==> src/rtl/ps2_ascii_decode.sv <==
// ps2_ascii_decode: PS/2 set-2 scan bytes to ASCII, buffered in a show-ahead FIFO.
// Define PS2_TYPEMATIC_EN to pass key auto-repeats through; otherwise a repeated make is suppressed.
module ps2_ascii_decode #(
  parameter int ADDR_W = 3
) (
  input  logic              clk,
  input  logic              rst_n,
  input  logic [7:0]        scan_byte,
  input  logic              scan_valid,
  output logic [7:0]        out_data,
  output logic              out_valid,
  input  logic              out_ready,
  output logic [ADDR_W:0]   fifo_count,
  output logic              overflow,
  output logic              caps_state
);
  typedef enum logic [1:0] {IDLE, EXT, BRK, EXT_BRK} state_t;
  state_t r_state, w_state_nxt;
  logic w_make, w_brk, w_upper, w_emit;
  logic r_shift_l, r_shift_r, r_caps_held, r_char_valid;
  logic [7:0] r_char, w_char;
  logic [8:0] w_map;
  function automatic logic [8:0] map_code(input logic [7:0] c);
    case (c)
      8'h1C: map_code = {1'b1, "a"};  8'h32: map_code = {1'b1, "b"};
      8'h21: map_code = {1'b1, "c"};  8'h23: map_code = {1'b1, "d"};
      8'h24: map_code = {1'b1, "e"};  8'h2B: map_code = {1'b1, "f"};
      8'h34: map_code = {1'b1, "g"};  8'h33: map_code = {1'b1, "h"};
      8'h43: map_code = {1'b1, "i"};  8'h3B: map_code = {1'b1, "j"};
      8'h42: map_code = {1'b1, "k"};  8'h4B: map_code = {1'b1, "l"};
      8'h3A: map_code = {1'b1, "m"};  8'h31: map_code = {1'b1, "n"};
      8'h44: map_code = {1'b1, "o"};  8'h4D: map_code = {1'b1, "p"};
      8'h15: map_code = {1'b1, "q"};  8'h2D: map_code = {1'b1, "r"};
      8'h1B: map_code = {1'b1, "s"};  8'h2C: map_code = {1'b1, "t"};
      8'h3C: map_code = {1'b1, "u"};  8'h2A: map_code = {1'b1, "v"};
      8'h1D: map_code = {1'b1, "w"};  8'h22: map_code = {1'b1, "x"};
      8'h35: map_code = {1'b1, "y"};  8'h1A: map_code = {1'b1, "z"};
      8'h45: map_code = {1'b1, "0"};  8'h16: map_code = {1'b1, "1"};
      8'h1E: map_code = {1'b1, "2"};  8'h26: map_code = {1'b1, "3"};
      8'h25: map_code = {1'b1, "4"};  8'h2E: map_code = {1'b1, "5"};
      8'h36: map_code = {1'b1, "6"};  8'h3D: map_code = {1'b1, "7"};
      8'h3E: map_code = {1'b1, "8"};  8'h46: map_code = {1'b1, "9"};
      8'h29: map_code = {1'b1, 8'h20};
      8'h5A: map_code = {1'b1, 8'h0D};
      8'h66: map_code = {1'b1, 8'h08};
      default: map_code = 9'h000;
    endcase
  endfunction
  always_comb begin
    w_state_nxt = r_state;
    w_make = 1'b0;
    w_brk = 1'b0;
    if (scan_valid) begin
      case (r_state)
        IDLE: begin
          w_state_nxt = scan_byte == 8'hE0 ? EXT : (scan_byte == 8'hF0 ? BRK : IDLE);
          w_make = scan_byte != 8'hE0 && scan_byte != 8'hF0;
        end
        EXT: w_state_nxt = scan_byte == 8'hF0 ? EXT_BRK : IDLE;
        BRK: begin
          w_state_nxt = IDLE;
          w_brk = 1'b1;
        end
        default: w_state_nxt = IDLE;
      endcase
    end
  end
  assign w_map = map_code(scan_byte);
  assign w_upper = (r_shift_l | r_shift_r) ^ caps_state;
  assign w_char = (w_upper && w_map[7:0] >= "a" && w_map[7:0] <= "z") ? w_map[7:0] - 8'h20 : w_map[7:0];
`ifdef PS2_TYPEMATIC_EN
  assign w_emit = w_make && w_map[8];
`else
  logic [7:0] r_last_make;
  assign w_emit = w_make && w_map[8] && scan_byte != r_last_make;
  always_ff @(posedge clk) begin
    if (!rst_n) r_last_make <= 8'h00;
    else if (w_emit) r_last_make <= scan_byte;
    else if (w_brk && scan_byte == r_last_make) r_last_make <= 8'h00;
  end
`endif
  always_ff @(posedge clk) begin
    if (!rst_n) begin
      r_state <= IDLE;
      r_shift_l <= 1'b0;
      r_shift_r <= 1'b0;
      caps_state <= 1'b0;
      r_caps_held <= 1'b0;
      r_char <= 8'h00;
      r_char_valid <= 1'b0;
    end else begin
      r_state <= w_state_nxt;
      r_char <= w_char;
      r_char_valid <= w_emit;
      if (w_make && scan_byte == 8'h12) r_shift_l <= 1'b1;
      if (w_make && scan_byte == 8'h59) r_shift_r <= 1'b1;
      if (w_make && scan_byte == 8'h58 && !r_caps_held) begin
        caps_state <= ~caps_state;
        r_caps_held <= 1'b1;
      end
      if (w_brk && scan_byte == 8'h12) r_shift_l <= 1'b0;
      if (w_brk && scan_byte == 8'h59) r_shift_r <= 1'b0;
      if (w_brk && scan_byte == 8'h58) r_caps_held <= 1'b0;
    end
  end
  // Pointers carry one extra bit so full and empty differ
  logic [7:0] r_mem [2**ADDR_W];
  logic [ADDR_W:0] r_wp, r_rp;
  logic w_full, w_pop, w_push;
  assign fifo_count = r_wp - r_rp;
  assign w_full = fifo_count[ADDR_W];
  assign out_valid = r_wp != r_rp;
  assign out_data = out_valid ? r_mem[r_rp[ADDR_W-1:0]] : 8'h00;
  assign w_pop = out_valid && out_ready;
  assign w_push = r_char_valid && (!w_full || w_pop);
  always_ff @(posedge clk) begin
    if (!rst_n) begin
      r_wp <= '0;
      r_rp <= '0;
      overflow <= 1'b0;
    end else begin
      r_wp <= r_wp + (ADDR_W+1)'(w_push);
      r_rp <= r_rp + (ADDR_W+1)'(w_pop);
      overflow <= r_char_valid && w_full && !w_pop;
    end
  end
  always_ff @(posedge clk) if (w_push) r_mem[r_wp[ADDR_W-1:0]] <= r_char;
endmodule

==> config.mk <==
export PLATFORM = sky130hd
export DESIGN_NAME = ps2_ascii_decode
export DESIGN_NICKNAME = d
export VERILOG_FILES = /design/src/rtl/ps2_ascii_decode.sv
export SDC_FILE = /design/constraint.sdc
export NUM_CORES = 1
export LEC_CHECK = 0
export BUFFER_PORTS_ARGS = -buffer_cell sky130_fd_sc_hd__buf_4
export CAP_MARGIN = 20
export CORE_UTILIZATION = 30
export DETAILED_ROUTE_END_ITERATION = 16
export PLACE_DENSITY = 0.59
export SLEW_MARGIN = 20
export SYNTH_ARGS = -nofsm -noshare
export SYNTH_HDL_FRONTEND = slang
export SYNTH_SLANG_ARGS = --single-unit
==> constraint.sdc <==
create_clock -name clk -period 3.15 [get_ports clk]
set_input_delay 0.1575 -clock clk [delete_from_list [all_inputs] [get_ports clk]]
set_output_delay 0.1575 -clock clk [all_outputs]
set_load 0.05 [all_outputs]
**After elaboration in Yosys (flattened, before gate mapping)**

Memories as Yosys holds them, arrays and structs flattened. A register that Yosys moved wholly into a read port is not among the register bits.
Cells that the tools add are included.

- Flip-flop bits (word level): 32
- Bits in writable memories: 64
- ROM bits: 1024
- Bits of input ports: 12
- Memories kept: 2

- Add/subtract/negate cells: 4
- Order comparisons: 2
- Equal/unequal tests: 12
- Multiplexer cells: 16
- Bitwise logic cells: 4
- Reduce and logical (&&, ||, !) cells: 26

Memory list:

| name | depth | bits a word | rd ports | clocked after Yosys merged registers in | write ports | line | text |
|---|---|---|---|---|---|---|---|
| (name not given) | 128 | 8 | 1 | 0 | 0 | 24 | `case (c)` |
| r_mem | 8 | 8 | 1 | 1 | 1 | 107 | `logic [7:0] r_mem [2**ADDR_W];` |

Operator list:

| cell | number |
|---|---|
| $mux W8 | 4 |
| $logic_and A1 B1 Y1 | 17 |
| $eq A8 B7 Y1 const B | 2 |
| $eq A8 B8 Y1 const B | 2 |
| $ne A8 B8 Y1 const B | 2 |
| $mux W9 | 1 |
| $add A4 B1 Y4 | 2 |
| $eq A8 B5 Y1 const B | 1 |
| $eq A8 B8 Y1 | 1 |
| $ge A8 B7 Y1 const B | 1 |
| $le A8 B7 Y1 const B | 1 |
| $ne A8 B8 Y1 | 1 |
| $sub A8 B6 Y8 const B | 1 |
| $mux W1 | 6 |
| $mux W2 | 3 |
| $reduce_or A2 Y1 | 3 |
| $ne A4 B4 Y1 | 1 |
| $pmux W2 S2 | 1 |
| $sub A4 B4 Y4 | 1 |
| $logic_not A1 Y1 | 3 |
| $mux W3 | 1 |
| $eq A2 B1 Y1 const B | 1 |
| $eq A2 B2 Y1 const B | 1 |
| $logic_not A2 Y1 | 1 |
| 5 further kinds | 6 |

**Logic depth before layout (Yosys ltp)**

Gate-level depths: netlist of the first run.

- Word-level depth: 7
- Depth in mapped cells: 13
- Mapped depth without buffers: 11

**Least setup slack after synthesis of the first run**

Ideal clock, no wire load.

- Path type: register -> register
- From: register r_rp[1]
- To: memory r_mem[0][0] (enable)
- Library setup time: 0.383 ns
- Arrival: 3.001 ns
- Path slack: -0.234 ns
- Cell stages (with the launch flop): 12
- Buffers on the path: 2
- Path through: dfxtp_1 -> clkbuf_1 -> buf_1 -> inv_1 -> ha_1 -> nand3_1 -> nor2_1 -> inv_1 -> and2_1 -> o31a_1 -> nand2_1 -> nor3_1

- Longest elaborated chain between the ends: 6
- Elaborated cells between the ends (all ways): 8
- Those cells by class: 1 x add/sub; 1 x eq/ne; 2 x mux; 4 x reduce/logical

Ends and longest elaborated chain:

| element | line | text |
|---|---|---|
| start, declared | 108 | `logic [ADDR_W:0] r_wp, r_rp;` |
| start signal, assigned | 123 | `r_rp <= r_rp + (ADDR_W+1)'(w_pop);` |
| $ne A4 B4 Y1 | 112 | `assign out_valid = r_wp != r_rp;` |
| net out_valid | 11 | `output logic out_valid,` |
| $logic_and A1 B1 Y1 | 114 | `assign w_pop = out_valid && out_ready;` |
| $logic_or A1 B1 Y1 | 115 | `assign w_push = r_char_valid && (!w_full \|\| w_pop);` |
| $logic_and A1 B1 Y1 | 115 |  |
| $mux W1 | 127 | `always_ff @(posedge clk) if (w_push) r_mem[r_wp[ADDR_W-1:0]] <= r_char;` |
| $mux W1 (implied by the code) | 127 |  |
| end, declared | 107 |  |

The timed path passes the listed nets, and every way through them passes these cells.

**Final worst setup path of the first run**

- From: register r_rp[2]
- To: register r_wp[1]

- Longest elaborated chain between the ends: 5
- Elaborated cells between the ends (all ways): 7
- Those cells by class: 2 x add/sub; 1 x eq/ne; 4 x reduce/logical

Ends and longest elaborated chain:

| element | line | text |
|---|---|---|
| $sub A4 B4 Y4 or $ne A4 B4 Y1 (tied branches) | 110, 112 |  |
| $logic_not A1 Y1 or $logic_and A1 B1 Y1 (tied branches) | 115, 114 |  |
| $logic_or A1 B1 Y1 (*) | 115 |  |
| $logic_and A1 B1 Y1 (*) | 115 |  |
| $add A4 B1 Y4 (*) | 122 | `r_wp <= r_wp + (ADDR_W+1)'(w_push);` |
| end signal, assigned | 122 |  |
| end, declared | 108 |  |

Mark *: on every way between the ends. The rest lies on a longest branch, timed or not.
A chain may end at the register's enable or synchronous reset.

==> results of run 1 <==
[registers in the layout (all words and copies together), names as in the netlist]
name          count
r_shift_r         1
r_shift_l         1
r_mem            64
r_char_valid      1
r_caps_held       1
overflow          1
caps_state        1
r_rp              4
r_state           2
r_char            8
r_last_make       8
r_wp              4
[cell families after synthesis]
family | after synthesis | synth area share
compound gates | 75 | 0.114
xor+xnor | 16 | 0.0288
fa+ha+maj | 16 | 0.0427
buf+inv | 40 | 0.0389
flops | 96 | 0.527
mux | 22 | 0.0873
simple gates | 150 | 0.161
[power by group]
| part | internal (uW) | switching [uW] | leakage (uW) |
|---|---|---|---|
| Combinational | 111 | 197 | 0.000986 |
| Sequential | 1350 | 11.1 | 0.000811 |
| Clock | 566 | 514 | 0.000149 |
| Total | 2020 | 722 | 0.00195 |
[final timing paths]
path,from,end,slack (ns)
setup / recovery,r_rp[2]$_SDFF_PN0_,r_wp[1]$_SDFF_PN0_,0.53
hold / removal,rst_n,overflow$_SDFF_PN0_,0.14
setup reg to reg,r_rp[2]$_SDFF_PN0_,r_wp[1]$_SDFF_PN0_,0.53
hold reg to reg,r_char_valid$_SDFF_PN0_,overflow$_SDFF_PN0_,0.44
[worst max-delay path, cell delays in order, from the launching register on]
cell,delay [ns]
dfxtp_1,0.35
clkinv_1,0.28
ha_1,0.45
nand3_1,0.11
nor2_2,0.14
inv_2,0.04
and2_1,0.18
o31a_1,0.34
ha_1,0.22
ha_1,0.26
and2_1,0.15
[metrics by stage]
step                      total power (uW)  cell area [um2]  std cells
after global routing                  2860             5600        660
after global placement                1690             5300        644
after CTS                             2770             5600        660
final                                 2740             5600        660
after detailed placement              1690             5300        644
after floorplan                       1610             4870        415
[cell type report]
class	count	area share
Clock buffer	9	0.0402
Clock inverter	7	0.0136
Inverter	14	0.00938
Multi-Input combinational cell	279	0.379
Sequential cell	96	0.458
Tap cell	216	0.0483
Timing Repair Buffer	39	0.0523
[synthesized netlist by cell type, types with 3 or more instances]
| library cell | instances |
|---|---|
| buf_4 | 3 |
| and2_1 | 9 |
| xor2_1 | 3 |
| a31oi_1 | 5 |
| o211ai_1 | 4 |
| inv_1 | 13 |
| a211o_1 | 4 |
| ha_1 | 15 |
| mux2_2 | 3 |
| o31ai_1 | 4 |
| mux4_2 | 16 |
| nor2_1 | 33 |
| edfxtp_1 | 64 |
| a22o_1 | 6 |
| and3_1 | 4 |
| buf_2 | 10 |
| nor4_1 | 6 |
| o221a_2 | 3 |
| nand2b_1 | 7 |
| mux2i_1 | 3 |
| clkbuf_1 | 9 |
| nand3b_1 | 3 |
| o21ai_0 | 8 |
| a311oi_1 | 3 |
| nor2b_1 | 8 |
| dfxtp_1 | 32 |
| nand3_1 | 9 |
| xnor2_1 | 13 |
| nor3_1 | 8 |
| nand4_1 | 5 |
| nand2_1 | 37 |
| or2_2 | 4 |
| a21oi_1 | 18 |
[per-layer routing]
metal / vias up / wire length (um)
met5: - / 0
met4: 0 / 110
met3: 10 / 422
met2: 68 / 5140
met1: 1611 / 5150
li1: 1614 / -
==> out/metrics.cfg, run 1 <==
[clocking]
cts_buffers = 9
cts_tree = done
clockBufferDepth = 2
cts_root_buffer = clkbuf_16
htree_levels = 3
cts_resized = 0
cts_hold_buf = 0
clock_latency_ns = 0.34
cts_setup_buffers = 0
cts_sinks = 96
clkSlewWorstSetupHoldPaths_ns = 0.07

[finish]
multiInputGateArea_mm2 = 0.00212
final_common_cell = edfxtp_1
final_util = 0.354
drive_gt1_frac = 0.200
fillerInstances = 1574
diodes = 0
nNetsFinal = 467
area_growth_pct = 15.2
layout.cells.most_common_list = 64 x edfxtp_1, 39 x buf_4, 37 x nand2_1
seqCellArea_mm2 = 0.00256

[route]
viasPerCell = 5.00
vias = 3303
drc = 0
first_pass_iters = 4
wl_per_cell_um = 16.4
antenna_left = 0
drt_wl_total_um = 10800
drtIter0Drc = 223

[timing]
rsz0062_at_grt = no
clock_skew_ns = 0.0115
fin_crit_ns = 2.62
setup_viol = 0
slew_headroom = 0.552
drv_slew = 0
tns_ns = 0
max_freq_mhz = 382
worstMarginPinSlew_ns = 0.663
hold_violations = 0
fin_crit_sh = 0.831
worst_slack_ns = 0.534
whs_ns = 0.141

[synth]
syn_area_mm2 = 0.00486
synth_top_area_cell = edfxtp_1
synth_edf_count = 64
netlist.area_leader.share = 0.395
synth-main-ff-cell = edfxtp_1
ys_top_cells_by_area = edfxtp_1 40%, dfxtp_1 13%, mux4_2 7.4%
syn_inst = 415
synth_fp_nets = 443
ys_async_sr_fraction = 0
syn_area_per_cell_um2 = 11.7
ys_warn_count = 0
ys_ff_latch = 96
seq_area_frac_synth = 0.527
ys_types = 67

[critical_path]
end_kind = register
r2r_cells = 10
critPathArrivalTime_ns = 2.85
crit_type = register to register
crit_path_max_fanout = 9
critPathRequiredTime_ns = 3.38
start_kind = register

[global_route]
grt_pass1_vias = 3307
grt_pass1_wl_um = 17700
overflow = 0
met2_usage = 0.235
grt_use_total = 0.139
grt_max_degree = 43
antenna_found_initial = 0
use_met3 = 0.0277
use_met1 = 0.179
busiest_layer = met2

[place]
globalplace.congestion = 0.861
dp_hpwl_um = 7560
pre_cts_ws_ns = 0.448
io_buffers = 26

[status]
status = complete, no violations

[hold_path]
hold_path_class = input pin to register
hold_depth = 3

[power_and_ir_drop]
p_leak_uw = 0.00195
power_density_mw_per_mm2 = 490
peakVddDrop_uv = 259

[floorplan]
dieHeight_um = 129
die_w_um = 129
core_mm2 = 0.0158
placementRows = 46
io_pins = 27
design.die.area_mm2 = 0.0167
initial_core_util = 0.307

[flow_run]
drv_cap = 0

No activity file was read; power rests on OpenSTA's default activity.
==> run 2, diff against run 1 <==
--- a/config.mk
+++ b/config.mk
@@ -9,7 +9,7 @@
 export CAP_MARGIN = 20
 export CORE_UTILIZATION = 30
 export DETAILED_ROUTE_END_ITERATION = 16
-export PLACE_DENSITY = 0.59
+export PLACE_DENSITY = 0.57
 export SLEW_MARGIN = 20
 export SYNTH_ARGS = -nofsm -noshare
 export SYNTH_HDL_FRONTEND = slang
==> constraint.sdc (replaced) <==
create_clock -name clk -period 2.5 [get_ports clk]
set_input_delay 0.125 -clock clk [delete_from_list [all_inputs] [get_ports clk]]
set_output_delay 0.125 -clock clk [all_outputs]
set_load 0.05 [all_outputs]
==> run 2 against run 1 <==
Compared with the run above:
- final cell count is 2.6% higher
- global-route usage is 0.82 points higher
- worst hold slack worse by 0.057 ns
- design area is 3.1% higher
- register-to-register slack worse by 0.30 ns
- clock power is 35% higher
- clock skew is 0.0015 ns lower
- non-clock buffer count is 17 higher
- sequential share of layout area is 1.4 points lower
- die area stayed put
- first-iteration DRC count is 18% lower
- largest cell class unchanged
- largest power group unchanged
==> out/metrics.cfg, run 2 (synthesis results as in run 1) <==
[power_and_ir_drop]
power_switching_uw = 918  ; +27%
power_frac_clock = 0.407  ; +0.013
peakVddDrop_uv = 380  ; +47%
power_density_mw_per_mm2 = 620  ; +26%
p_comb_frac = 0.116  ; +0.004
p_leak_uw = 0.00205  ; +5.1%
p_int_uw = 2660  ; +32%
seqPwrFrac = 0.478  ; -0.016
sw_frac_of_total = 0.257  ; -0.00634

[clocking]
cts_hold_buf = 0  ; unchanged
clock_latency_ns = 0.34  ; about the same
cts_buffers = 9  ; unchanged
cts_sinks = 96  ; unchanged
clockBufferDepth = 2  ; unchanged
cts_root_buffer = clkbuf_16
cts_resized = 0  ; unchanged
cts_setup_buffers = 0  ; unchanged
htree_levels = 3  ; unchanged
clkSlewWorstSetupHoldPaths_ns = 0.07  ; about the same
cts_tree = done

[floorplan]
io_pins = 27  ; unchanged
initial_core_util = 0.307  ; unchanged
design.die.area_mm2 = 0.0167  ; unchanged
placementRows = 46  ; unchanged
dieHeight_um = 129  ; unchanged
die_w_um = 129  ; unchanged
core_mm2 = 0.0158  ; unchanged

[route]
antenna_left = 0  ; unchanged
first_pass_iters = 4  ; unchanged
drtIter0Drc = 182  ; -18%
viasPerCell = 5.04  ; +0.65%
drc = 0  ; unchanged
drt_wl_total_um = 11500  ; +6.7%
vias = 3410  ; +3.2%
wl_per_cell_um = 17.1  ; +4.0%

[place]
io_buffers = 26  ; unchanged
pre_cts_ws_ns = -0.0323  ; -0.480 ns
place_inst = 661  ; +2.6%
globalplace.congestion = 0.907  ; +5.4%
dp_hpwl_um = 8260  ; +9.4%

[critical_path]
rrSetupSlack_ns = 0.24  ; -0.30 ns
critPathRequiredTime_ns = 2.54  ; -0.84 ns
r2r_cells = 9  ; -1
r2r-end = r_mem[4][6]$_DFFE_PP_
end_kind = register
crit_type = register to register
start_kind = register
critPathArrivalTime_ns = 2.30  ; -0.55 ns
critPathCapture = r_mem[4][6]$_DFFE_PP_
crit_path_max_fanout = 8  ; -1
startpoint = r_rp[1]$_SDFF_PN0_
timing.rr.start = r_rp[1]$_SDFF_PN0_

[timing]
hold_violations = 0  ; unchanged
setup_viol = 0  ; unchanged
fin_crit_sh = 0.905  ; +0.0740
worstMarginPinSlew_ns = 0.629  ; -0.0340 ns
max_freq_mhz = 442  ; +16%
fin_crit_ns = 2.26  ; -0.355 ns
clock_skew_ns = 0.0100  ; -0.00151 ns
rsz0062_at_grt = no
worst_slack_ns = 0.239  ; -0.295 ns
slew_headroom = 0.580  ; +0.0283
drv_slew = 0  ; unchanged
tns_ns = 0  ; unchanged

[flow_run]
drv_cap = 0  ; unchanged

[finish]
drive_gt1_frac = 0.245  ; +0.0447
area_growth_pct = 18.8
fin_cells = 677  ; +2.6%
layout.cells.most_common_list = 64 x edfxtp_1, 56 x buf_4, 37 x nand2_1
fillerInstances = 1556  ; -1.1%
largest_reg_flops = 64  ; unchanged
nNetsFinal = 484  ; +3.6%
final_common_cell = edfxtp_1
diodes = 0  ; unchanged
final_util = 0.365  ; +0.0111

[hold_path]
hold_path_class = input pin to register

[global_route]
antenna_found_initial = 0  ; unchanged
grt_max_degree = 28  ; -35%
grt_pass1_wl_um = 18600  ; +5.4%
grt_pass1_vias = 3505  ; +6.0%
overflow = 0  ; unchanged
grt_use_total = 0.147  ; +0.00824

[status]
status = complete, no violations

==> run 2: power by group through the flow <==
stage          clock network [uW]  logic [uW]  registers (uW)
4_1_cts                      1490         415            1710
3_3_place_gp                    0         413            1740
5_1_grt                      1550         451            1710
2_1_floorplan                   0         290            1740
3_5_place_dp                    0         414            1750
6_report                     1460         415            1710
==> run 2: worst min-delay path by stage <==
stage,cells past startpoint,startpoint,to,slack (ns)
after floorplan,1,scan_byte[0],r_last_make[0]$_SDFFE_PN0P_,0.25
after global placement,3,out_ready,overflow$_SDFF_PN0_,0.43
after detailed placement,3,out_ready,overflow$_SDFF_PN0_,0.44
after CTS,3,out_ready,overflow$_SDFF_PN0_,0.07
after global routing,3,out_ready,overflow$_SDFF_PN0_,0.09
final,3,out_ready,overflow$_SDFF_PN0_,0.08
==> run 2: metal layers <==
layer	track usage	routed length (um)	vias to the layer above
met2	0.244	5460	90
met4	0.0588	247	0
met3	0.0268	454	17
li1	-	-	1640
met1	0.189	5380	1663
met5	0	0	-
==> run 2: metrics by stage <==
step	hold slack, ns	instance area [um2]	power, uW
after floorplan	0.251	4920	2030
after detailed placement	0.442	5450	2160
final	0.0840	5780	3580
after global placement	0.434	5450	2160
after CTS	0.0724	5780	3620
after global routing	0.0851	5780	3710
==> run 2: worst max-delay path, cell delays in order (launching register included) <==
cell and delay [ns]:
dfxtp_2 0.33, inv_1 0.04, ha_1 0.29, nor2b_1 0.13, o21ai_0 0.22, and3_1 0.26, o31a_1 0.20, nand2_1 0.16
nor2_2 0.15, buf_4 0.19
==> run 2: layout make-up <==
cell class	count	area, um2	share of cell area
Sequential cell	96	2560	0.444
Clock inverter	7	97.6	0.0169
Timing Repair Buffer	56	420	0.0728
Clock buffer	9	225	0.0390
Inverter	14	55.1	0.00953
Multi-Input combinational cell	279	2140	0.371
Tap cell	216	270	0.0468
